## src/rtl/display_plane_writer.sv

```systemverilog
// Framebuffer write-address generator: turns the PPU pixel stream into linear RAM writes
// and rotates write/display buffers. Optional macro: DISPLAY_PLANE_OVERSCAN_CROP_EN.
module display_plane_writer #(
    parameter int unsigned H_ACTIVE = 256,
    parameter int unsigned V_ACTIVE = 240,
    parameter int unsigned NUM_BUFS = 2,
    parameter int unsigned ADDR_W   = 17
) (
    input  logic              ppu_clock,
    input  logic              rst_n,
    input  logic              rendering,
    input  logic              frame_start,
    output logic [ADDR_W-1:0] addr,
    output logic              wr,
    output logic [8:0]        x,
    output logic [7:0]        y,
    output logic [1:0]        wr_buf,
    output logic [1:0]        display_buf,
    output logic              frame_done,
    output logic              overrun
);

`ifdef DISPLAY_PLANE_OVERSCAN_CROP_EN
    localparam int unsigned FRAME_SIZE = H_ACTIVE * (V_ACTIVE - 16);
`else
    localparam int unsigned FRAME_SIZE = H_ACTIVE * V_ACTIVE;
`endif

    typedef enum logic [1:0] {StIdle, StActive, StDone} state_e;

    state_e            state_q, state_d;
    logic [8:0]        col_q;
    logic [7:0]        row_q;
    logic [ADDR_W-1:0] idx_q;
    logic [ADDR_W-1:0] base_q;
    logic              accept;
    logic              col_wrap;
    logic              last_pix;
    logic              visible;

    always_comb begin
        state_d  = state_q;
        accept   = 1'b0;
        col_wrap = (col_q == 9'(H_ACTIVE - 1));
        last_pix = col_wrap && (row_q == 8'(V_ACTIVE - 1));
`ifdef DISPLAY_PLANE_OVERSCAN_CROP_EN
        visible  = (row_q >= 8'd8) && (row_q < 8'(V_ACTIVE - 8));
`else
        visible  = 1'b1;
`endif
        if (frame_start) begin
            state_d = StActive;
        end else if (state_q == StActive && rendering) begin
            accept = 1'b1;
            if (last_pix) begin
                state_d = StDone;
            end
        end
    end

    always_ff @(posedge ppu_clock or negedge rst_n) begin
        if (!rst_n) begin
            state_q     <= StIdle;
            col_q       <= '0;
            row_q       <= '0;
            idx_q       <= '0;
            base_q      <= '0;
            addr        <= '0;
            wr          <= 1'b0;
            x           <= '0;
            y           <= '0;
            wr_buf      <= '0;
            display_buf <= 2'(NUM_BUFS - 1);
            frame_done  <= 1'b0;
            overrun     <= 1'b0;
        end else begin
            state_q    <= state_d;
            wr         <= 1'b0;
            frame_done <= 1'b0;
            if (frame_start) begin
                // The pixel coinciding with frame_start is dropped.
                col_q <= '0;
                row_q <= '0;
                idx_q <= '0;
                if (state_q == StDone) begin
                    if (wr_buf == 2'(NUM_BUFS - 1)) begin
                        wr_buf <= '0;
                        base_q <= '0;
                    end else begin
                        wr_buf <= wr_buf + 2'd1;
                        base_q <= base_q + ADDR_W'(FRAME_SIZE);
                    end
                end else if (state_q == StActive) begin
                    overrun <= 1'b1;
                end
            end else if (accept) begin
                if (visible) begin
                    wr    <= 1'b1;
                    addr  <= base_q + idx_q;
                    x     <= col_q;
                    y     <= row_q;
                    idx_q <= idx_q + 1'b1;
                end
                if (col_wrap) begin
                    col_q <= '0;
                    row_q <= row_q + 8'd1;
                end else begin
                    col_q <= col_q + 9'd1;
                end
                if (last_pix) begin
                    frame_done  <= 1'b1;
                    display_buf <= wr_buf;
                end
            end
        end
    end

endmodule

```

## config.mk

```make
export PLATFORM = sky130hd
export DESIGN_NAME = display_plane_writer
export DESIGN_NICKNAME = d
export VERILOG_FILES = /design/src/rtl/display_plane_writer.sv
export SDC_FILE = /design/constraint.sdc
export NUM_CORES = 1
export LEC_CHECK = 0
export ABC_AREA = 1
export ABC_CLOCK_PERIOD_IN_PS = 2940
export BUFFER_PORTS_ARGS = -buffer_cell sky130_fd_sc_hd__buf_2
export CAP_MARGIN = 10
export CORE_MARGIN = 8
export CORE_UTILIZATION = 59
export CTS_CLUSTER_DIAMETER = 30
export DETAILED_ROUTE_END_ITERATION = 8
export PLACE_DENSITY = 0.91
export REMOVE_ABC_BUFFERS = 1
export SYNTH_ARGS = -nofsm -noshare
export SYNTH_HDL_FRONTEND = slang
export SYNTH_SLANG_ARGS = --single-unit
```

## constraint.sdc

```tcl
create_clock -name ppu_clock -period 2.94 [get_ports ppu_clock]
set_clock_uncertainty 0.05 [all_clocks]
set_input_delay 0.147 -clock ppu_clock [delete_from_list [all_inputs] [get_ports ppu_clock]]
set_output_delay 0.147 -clock ppu_clock [all_outputs]
set_load 0.01 [all_outputs]
```

# Word level (Yosys, flattened, before mapping)
# Index checks and enable logic that the tools add are counted.
# W data, S select, Z words.
# word_totals
ff_bits	94
inputBits	4
output_inout_bits	41
word_cells	58
# op_classes
addsub	6
eq_ne	5
muxes	20
n_bitwise	2
n_reduce_logical	12
# ops
op	n
$mux W17	3
$mux W9	3
$mux W8	3
$add A17 B1 Y17 const B	1
$add A17 B16 Y17 const B	1
$add A17 B17 Y17	1
$add A9 B1 Y9 const B	1
$eq A9 B8 Y1 const B	1
$add A8 B1 Y8 const B	1
$eq A8 B8 Y1 const B	1
$mux W2	4
$reduce_and A2 Y1	4
$reduce_bool A2 Y1	4
$mux W1	7
$reduce_and A3 Y1	2
$eq A2 B1 Y1 const B	2
$add A2 B1 Y2 const B	1
$eq A2 B2 Y1 const B	1
$logic_and A1 B1 Y1	2
$not A1 Y1	2

# Longest topological paths before layout
# Gate-level depths: netlist of run 1.
# depth
depth_word	6
mapped_depth	9
mapped_depth_nobuf	9

# Least setup slack after synthesis of run 1
# No wires, ideal clock.
# synth_timing
path_type	reg-to-reg
startpoint	register col_q[1]
endpoint	register row_q[2]
setup_time_ns	0.126
arrival_time_ns	1.200
required_time_ns	2.764
slack_ns	1.564
path_stages_with_launch	9
n_path_buf	0
synth_period_minus_slack_ns	1.376
path_cell_list	dfrtp_1 ha_1 inv_1 nor2_4 nand3_4 nand2_1 nand2_2 nand2_1 o21ai_0
# synth_between
elab_chain_cells	3
# synth_rtl
item	line_no	text
start, declared	32	logic [8:0] col_q;
start signal, assigned	108	col_q <= col_q + 9'd1;
$eq A9 B8 Y1	44	col_wrap = (col_q == 9'(H_ACTIVE - 1));
$reduce_bool A2 Y1 (no source line)	n/a	
$reduce_and A2 Y1 (no source line)	n/a	
end signal, assigned	106	row_q <= row_q + 8'd1;
end, declared	33	logic [7:0] row_q;
# No other way between the ends.
# A chain may end at the register's enable or synchronous reset.

# Final worst setup path of run 1
# layout_timing
startpoint	register state_q[1]
endpoint	register row_q[0]
# layout_between
elab_chain_cells	6
# layout_rtl
item	line_no	text
start, declared	31	state_e state_q, state_d;
start signal, assigned	63	state_q <= StIdle;
start signal, assigned	77	state_q <= state_d;
$eq A2 B1 Y1	53	end else if (state_q == StActive && rendering) begin
$logic_and A1 B1 Y1	53	
$mux W1	53	
$mux W1	51	if (frame_start) begin
$reduce_bool A2 Y1 (no source line)	n/a	
$reduce_and A2 Y1 (no source line)	n/a	
# No other way between the ends.

==> results.md, run 1 <==
* Number of CTS-inserted buffers at 9
* Antenna violations before repair at 0
* Num rows at 29
* Final wirelength at 8.01 mm
* Gate Count Post-Synth at 457
* Number of top-level design ports at 45
* Count of vias placed by the detailed router at 3166
* Detailed-placement wirelength estimate at 5.56 mm
* Share of cells above drive strength 1 at 0.152
* Pin count of the biggest net entering global routing at 83
* Minimum setup slack in the final design at 625 ps
* Most frequent cells after synthesis: nand2_1 (123), dfrtp_1 (81), inv_1 (49), nor2_1 (49), o21ai_0 (43)
* Number of diodes added for antenna fixing at 0
* Wire length of the first global-routing pass at 14.2 mm
* Clock root buffer: clkbuf_8
* Outcome: completed
* Latest clock arrival within the worst-skew pair at 360 ps
* Hold depth at 2
* Largest driver fanout on the critical path at 55
* Int Power at 1.62 mW
* Max Cap Violations at 0
* Post-synthesis area per instance at 8.53 sq um
* Most common cell in the netlist: nand2_1
* Area of the placeable core at 6390 sq um
* Final ANT Viol Nets at 0
* R2r startpoint: state_q[1]$_DFFE_PN0P_
* CTS tree: yes
* Synthesized area at 3900 sq um
* Worst hold path endpoint: idx_q[16]$_DFFE_PN0P_
* Worst rel slew slack at 0.334
* Setup TNS Final at 0 ps
* DR vias/cell at 5.42
* Violation count after the first detailed-route iteration at 187
* CTS clk-pin slew, worst paths at 80 ps
* Clock share of power at 0.395
* RSZ-0062 raised after global routing: false
* Post-synthesis cell type with the largest combined area: dfrtp_1
* Worst Max-Slew Pin Slew at 999 ps
* CP startpoint kind: flop
* Library cells used by synthesis at 39
* Register-to-register path setup slack at 620 ps
* Area occupied by multi-input gates at 1580 sq um
* Count of final setup violators at 0
* GRT Residual Overflow at 0
* Warning count from the yosys run at 0
* Area fraction of the dominant cell type after synthesis at 0.520
* Die footprint at 9470 sq um
* CP endpoint kind: flop
* CTS sink cnt at 82
* Worst setup path category: reg2reg
* Placed Cells at 567
* Placement Setup Slack at 645 ps
* Final Net Count at 514
* Flop and latch count out of synthesis at 82
* # fillers at 499
* Number of global-route vias before repair at 3174
* Flip-flop and latch area at 2050 sq um
* Worst Hold Launch: frame_start
* Gpl congestion at 0.890
* Endpoint of the worst-slack reg-to-reg timing path: row_q[0]$_DFFE_PN0P_
* Number of levels the H-tree was split into at 3
* Number of endpoints with negative hold slack in the final report at 0
* Combinational fraction of design power at 0.056
* I/O Buffers at 44
* Required time worst endpoint at 3170 ps
* All-layer global routing usage at 0.180
* Final Critical Period at 2320 ps
* R2r worst-path depth at 7
* Count of flip-flops with a built-in enable after synthesis at 0
* Area contributors post-synth: dfrtp_1 (52%), nand2_1 (12%), o21ai_0 (5.5%)
* CTS Buffer Depth at 2
* P_sw at 0.497 mW
* Die width at 97.3 um
* Ratio of total power to cell area at 486 nW/um^2
* Net switching share of the total power at 0.235
* Async set-reset flop share out of synthesis at 1.00
* CP Launch Point: state_q[1]$_DFFE_PN0P_
* Pre-antenna DRT Iters at 5
* Tcrit/Tclk final at 0.788
* Upper clock frequency limit at 432 MHz
* Primary flip-flop cell chosen by synthesis mapping: dfrtp_1
* DRC violation count after routing at 0
* Proportion of power drawn by flip-flops and latches at 0.549
* CP arrival at 2550 ps
* Post-synthesis sequential area ratio at 0.527
* Vertical die dimension at 97.3 um
* Count of placed standard cells in the final layout, fillers left out at 584
* WL/cell at 13.7 um
* Layout area overhead at 11.6%
* Max-slew violation count at 0
* Effective utilization at floorplan at 0.611
* Leakage power of the design at 2.20 nW
* Tightest Hold Check Type: in2reg
* Worst vdd rail ir drop at 0.000331 V
logic make-up (layout without fill, tap and decap cells):
logic type                 count (synthesis)  after routing  share of synthesized area
and+or+nand+nor                          231            231                      0.265
DFF                                       82             82                      0.527
AOI/OAI and AO/OA                         66             66                     0.0931
buffers and inverters                     61            111                     0.0690
xor gates and xnor gates                   9              9                     0.0202
adders and majority gates                  8              8                     0.0257
stage by stage:
stage | power [mW] | hold slack, ps | instance area [sq um] | util
6_report | 2.11 | 128 | 4350 | 0.681
5_1_grt | 2.20 | 135 | 4350 | 0.681
4_1_cts | 2.13 | 97.8 | 4350 | 0.681
3_5_place_dp | 1.30 | 334 | 4140 | 0.648
3_3_place_gp | 1.30 | 315 | 4140 | 0.648
2_1_floorplan | 1.24 | -199 | 3820 | -
layout by cell type (no fill, tap or decap), drive strengths merged:
| cell type | instances |
|---|---|
| a21o | 1 |
| nand2 | 128 |
| xor2 | 7 |
| nor3 | 10 |
| nand4 | 7 |
| clkbuf | 12 |
| nor2 | 55 |
| a31oi | 2 |
| a31o | 1 |
| inv | 50 |
| clkinv | 1 |
| xnor2 | 2 |
| a21oi | 12 |
| nand3 | 25 |
| clkinvlp | 2 |
| dfstp | 1 |
| ha | 8 |
| o21a | 3 |
| nand3b | 2 |
| dfrtp | 81 |
| bufinv | 1 |
| and3 | 1 |
| nor4 | 1 |
| o31ai | 2 |
| dlygate4sd3 | 1 |
| o21ai | 45 |
| nor3b | 2 |
| buf | 44 |
critical path, cell delays in order (launching register included):
cell	delay, ps
dfrtp_1	380
inv_1	120
nand3_2	320
inv_1	280
nand2_2	570
nor2_1	370
nand2_1	70
o21ai_0	80
area by class of cell:
cell class / count / share of cell area
clock inverter: 4 / 0.0115
multi-input combinational: 314 / 0.362
timing repair buffer: 45 / 0.0535
inverter: 50 / 0.0431
tap: 77 / 0.0221
clock buffer: 12 / 0.0357
sequential: 82 / 0.472
flip-flops by register name (all words and copies together), names as in the netlist:
name         count
addr            17
base_q           5
col_q            9
display_buf      2
frame_done       1
idx_q           17
overrun          1
row_q            8
state_q          2
wr               1
wr_buf           2
x                9
y                8
layer usage:
metal / wire length (um) / GRT usage / vias up
met5: 0 / 0 / -
li1: - / - / 1568
met3: 454 / 0.0519 / 7
met4: 84 / 0.0816 / 0
met2: 3960 / 0.296 / 76
met1: 3510 / 0.212 / 1515
how the worst max path moves through the flow:
| stage | to |
|---|---|
| floorplan | row_q[1]$_DFFE_PN0P_ |
| global placement | row_q[0]$_DFFE_PN0P_ |
| detailed placement | row_q[0]$_DFFE_PN0P_ |
| CTS | row_q[0]$_DFFE_PN0P_ |
| global route | row_q[0]$_DFFE_PN0P_ |
| finish | row_q[0]$_DFFE_PN0P_ |
power groups by stage:
stage / Clock, mW / Sequential [mW] / Combinational [mW]
floorplan: 0 / 1.19 / 0.0495
finish: 0.835 / 1.16 / 0.119
global route: 0.899 / 1.16 / 0.136
global placement: 0 / 1.18 / 0.115
detailed placement: 0 / 1.18 / 0.121
CTS: 0.849 / 1.16 / 0.122
timing repair:
item / 4_1_cts / 5_1_grt
buffers inserted: 0 / 0
hold endpoints to repair: 81 / 0
resized for setup: 0 / 0
endpoints found under the setup margin: 0 / 0
hold buffers: 1 / 0
(Power assumes the default switching activity.)
==> run 2, diff against run 1 <==
ABC_CLOCK_PERIOD_IN_PS = 2000   (was 2940)
CORE_UTILIZATION = 52   (was 59)
PLACE_DENSITY = 0.86   (was 0.91)
clock period = 2 ns   (was 2.94 ns; I/O delays follow)
==> results.md, run 2 (synthesized netlist as in run 1, its figures left out) <==
* Core occupancy in the finished layout at 0.607 (was 0.681)
* Leakage power of the design at 2.22 nW (was 2.20 nW)
* Ratio of total power to cell area at 674 nW/um^2 (was 486 nW/um^2)
* Layout area overhead at 12.9% (was 11.6%)
* Max Cap Violations at 0 (unchanged)
* Num rows at 31 (was 29)
* Worst path slowest cell: dfrtp_1 (was nand2_2)
* Worst rel slew slack at 0.692 (was 0.334)
* Tcrit/Tclk final at 0.852 (was 0.788)
* Share of cells above drive strength 1 at 0.162 (was 0.152)
* Largest stage delay, worst path at 370 ps (was 570 ps)
* CTS clk-pin slew, worst paths at 80 ps (about the same)
* Top flop regs: addr x17, idx_q x17 (unchanged)
* Placed Cells at 595 (was 567)
* Required time worst endpoint at 2240 ps (was 3170 ps)
* Vertical die dimension at 103 um (was 97.3 um)
* Final ANT Viol Nets at 0 (unchanged)
* Number of diodes added for antenna fixing at 0 (unchanged)
* Number of global-route vias before repair at 3297 (was 3174)
* Power consumption at 2.97 mW (was 2.11 mW)
* GRT Residual Overflow at 0 (unchanged)
* Peak-usage layer in the global routing report: met2 (unchanged)
* Setup TNS Final at 0 ps (unchanged)
* Detailed-placement wirelength estimate at 6.16 mm (was 5.56 mm)
* Smallest hold slack at 75.0 ps (was 128 ps)
* Post-layout instance area at 4400 sq um (was 4350 sq um)
* DR vias/cell at 5.30 (was 5.42)
* Cell area after placement at 4220 sq um (was 4140 sq um)
* GRT met2 Usage at 0.298 (was 0.296)
* Commonest non-fill, non-tap cell in the layout: nand2_1 (unchanged)
* Most frequent cells in the layout: nand2_1 (123), dfrtp_1 (81), inv_1 (49), nor2_1 (49) (unchanged)
* M3 GR Usage at 0.0284 (was 0.0519)
* CP endpoint kind: flop (unchanged)
* Gpl congestion at 0.843 (was 0.890)
* CTS tree: yes (unchanged)
* Worst setup path category: reg2reg (unchanged)
* Pre-antenna DRT Iters at 4 (was 5)
* DRC violation count after routing at 0 (unchanged)
* Max-slew violation count at 0 (unchanged)
* I/O Buffers at 44 (unchanged)
* Count of placed standard cells in the final layout, fillers left out at 612 (was 584)
* Met1 Use GR at 0.211 (was 0.212)
* Area of the placeable core at 7250 sq um (was 6390 sq um)
* Violation count after the first detailed-route iteration at 183 (was 187)
* WL/cell at 13.9 um (was 13.7 um)
* Number of CTS-inserted buffers at 9 (unchanged)
* Final Critical Period at 1700 ps (was 2320 ps)
* Number of endpoints with negative hold slack in the final report at 0 (unchanged)
* Antenna violations before repair at 0 (unchanged)
* Final wirelength at 8.49 mm (was 8.01 mm)
* Wire length of the first global-routing pass at 14.7 mm (was 14.2 mm)
* Placement Setup Slack at 342 ps (was 645 ps)
* Clock root buffer: clkbuf_8 (unchanged)
* Tightest Hold Check Type: in2reg (unchanged)
* CP arrival at 1950 ps (was 2550 ps)
* Die footprint at 10500 sq um (was 9470 sq um)
* Buffers inserted by post-CTS timing repair at 0 (unchanged)
* Count of cells resized by post-cts repair at 0 (unchanged)
* Final Net Count at 520 (was 514)
* CP startpoint kind: flop (unchanged)
* Latest clock arrival within the worst-skew pair at 350 ps (was 360 ps)
* CTS sink cnt at 82 (unchanged)
* Worst Max-Slew Pin Slew at 463 ps (was 999 ps)
* All-layer global routing usage at 0.176 (was 0.180)
* Outcome: completed (unchanged)
* Effective utilization at floorplan at 0.538 (was 0.611)
* Count of vias placed by the detailed router at 3245 (was 3166)
* Upper clock frequency limit at 587 MHz (was 432 MHz)
* CTS Buffer Depth at 2 (unchanged)
* Worst vdd rail ir drop at 0.000322 V (was 0.000331 V)
* RSZ-0062 raised after global routing: false (unchanged)
* Number of top-level design ports at 45 (unchanged)
* Number of hold buffers added after CTS at 1 (unchanged)
* Series of cell instances along the critical path: ha_1 -> inv_1 -> nor2_4 -> nand3_4 -> o21ai_4 -> nand3_1 -> nand2_1 (was inv_1 -> nand3_2 -> inv_1 -> nand2_2 -> nor2_1 -> nand2_1 -> o21ai_0)
* Largest driver fanout on the critical path at 9 (was 55)
* Minimum setup slack in the final design at 297 ps (was 625 ps)
* Die width at 103 um (was 97.3 um)
* Number of levels the H-tree was split into at 3 (unchanged)
* Pin count of the biggest net entering global routing at 49 (was 83)
* Count of final setup violators at 0 (unchanged)
[run 2: worst max-delay path: cells and delay by family (launching register included)]
family / cells / cell delay (ps)
adders and majority gates: 1 / 230
buffers and inverters: 1 / 100
and+or+nand+nor: 4 / 580
DFF: 1 / 370
AOI/OAI and AO/OA: 1 / 300
[run 2: metal layers]
metal / wire, um / share of wire
met4: 206 / 0.024
met1: 3560 / 0.42
met2: 4270 / 0.50
met5: 0 / 0
met3: 460 / 0.054
[run 2: path summary, 6_finish.rpt]
| path | from | endpoint | slack [ps] | cells after the start |
|---|---|---|---|---|
| min in group asynchronous | rst_n | y[6]$_DFFE_PN0P_ | 190 | 2 |
| worst min register to register | x[3]$_DFFE_PN0P_ | x[3]$_DFFE_PN0P_ | 420 | 2 |
| max in group asynchronous | rst_n | idx_q[3]$_DFFE_PN0P_ | 1110 | 3 |
| worst max register to register | col_q[1]$_DFFE_PN0P_ | row_q[5]$_DFFE_PN0P_ | 300 | 7 |
| worst max-delay path | col_q[1]$_DFFE_PN0P_ | row_q[5]$_DFFE_PN0P_ | 300 | 7 |
| worst min-delay path | frame_start | idx_q[14]$_DFFE_PN0P_ | 70 | 2 |
[run 2: layout make-up]
cell class                 count  area (sq um)
clock buffer                  11           141
clock inverter                 5          30.0
fill                         618          2850
inverter                      50           188
multi-input combinational    314          1580
sequential                    82          2050
tap                           99           124
timing repair buffer          51           290
[run 2: power breakdown]
part	internal, mW	switching [mW]	total [mW]	leakage [nW]
sequential	1.69	0.0183	1.71	1.10
combinational	0.0559	0.133	0.189	1.04
clock	0.479	0.594	1.07	0.0851
total	2.22	0.745	2.97	2.22
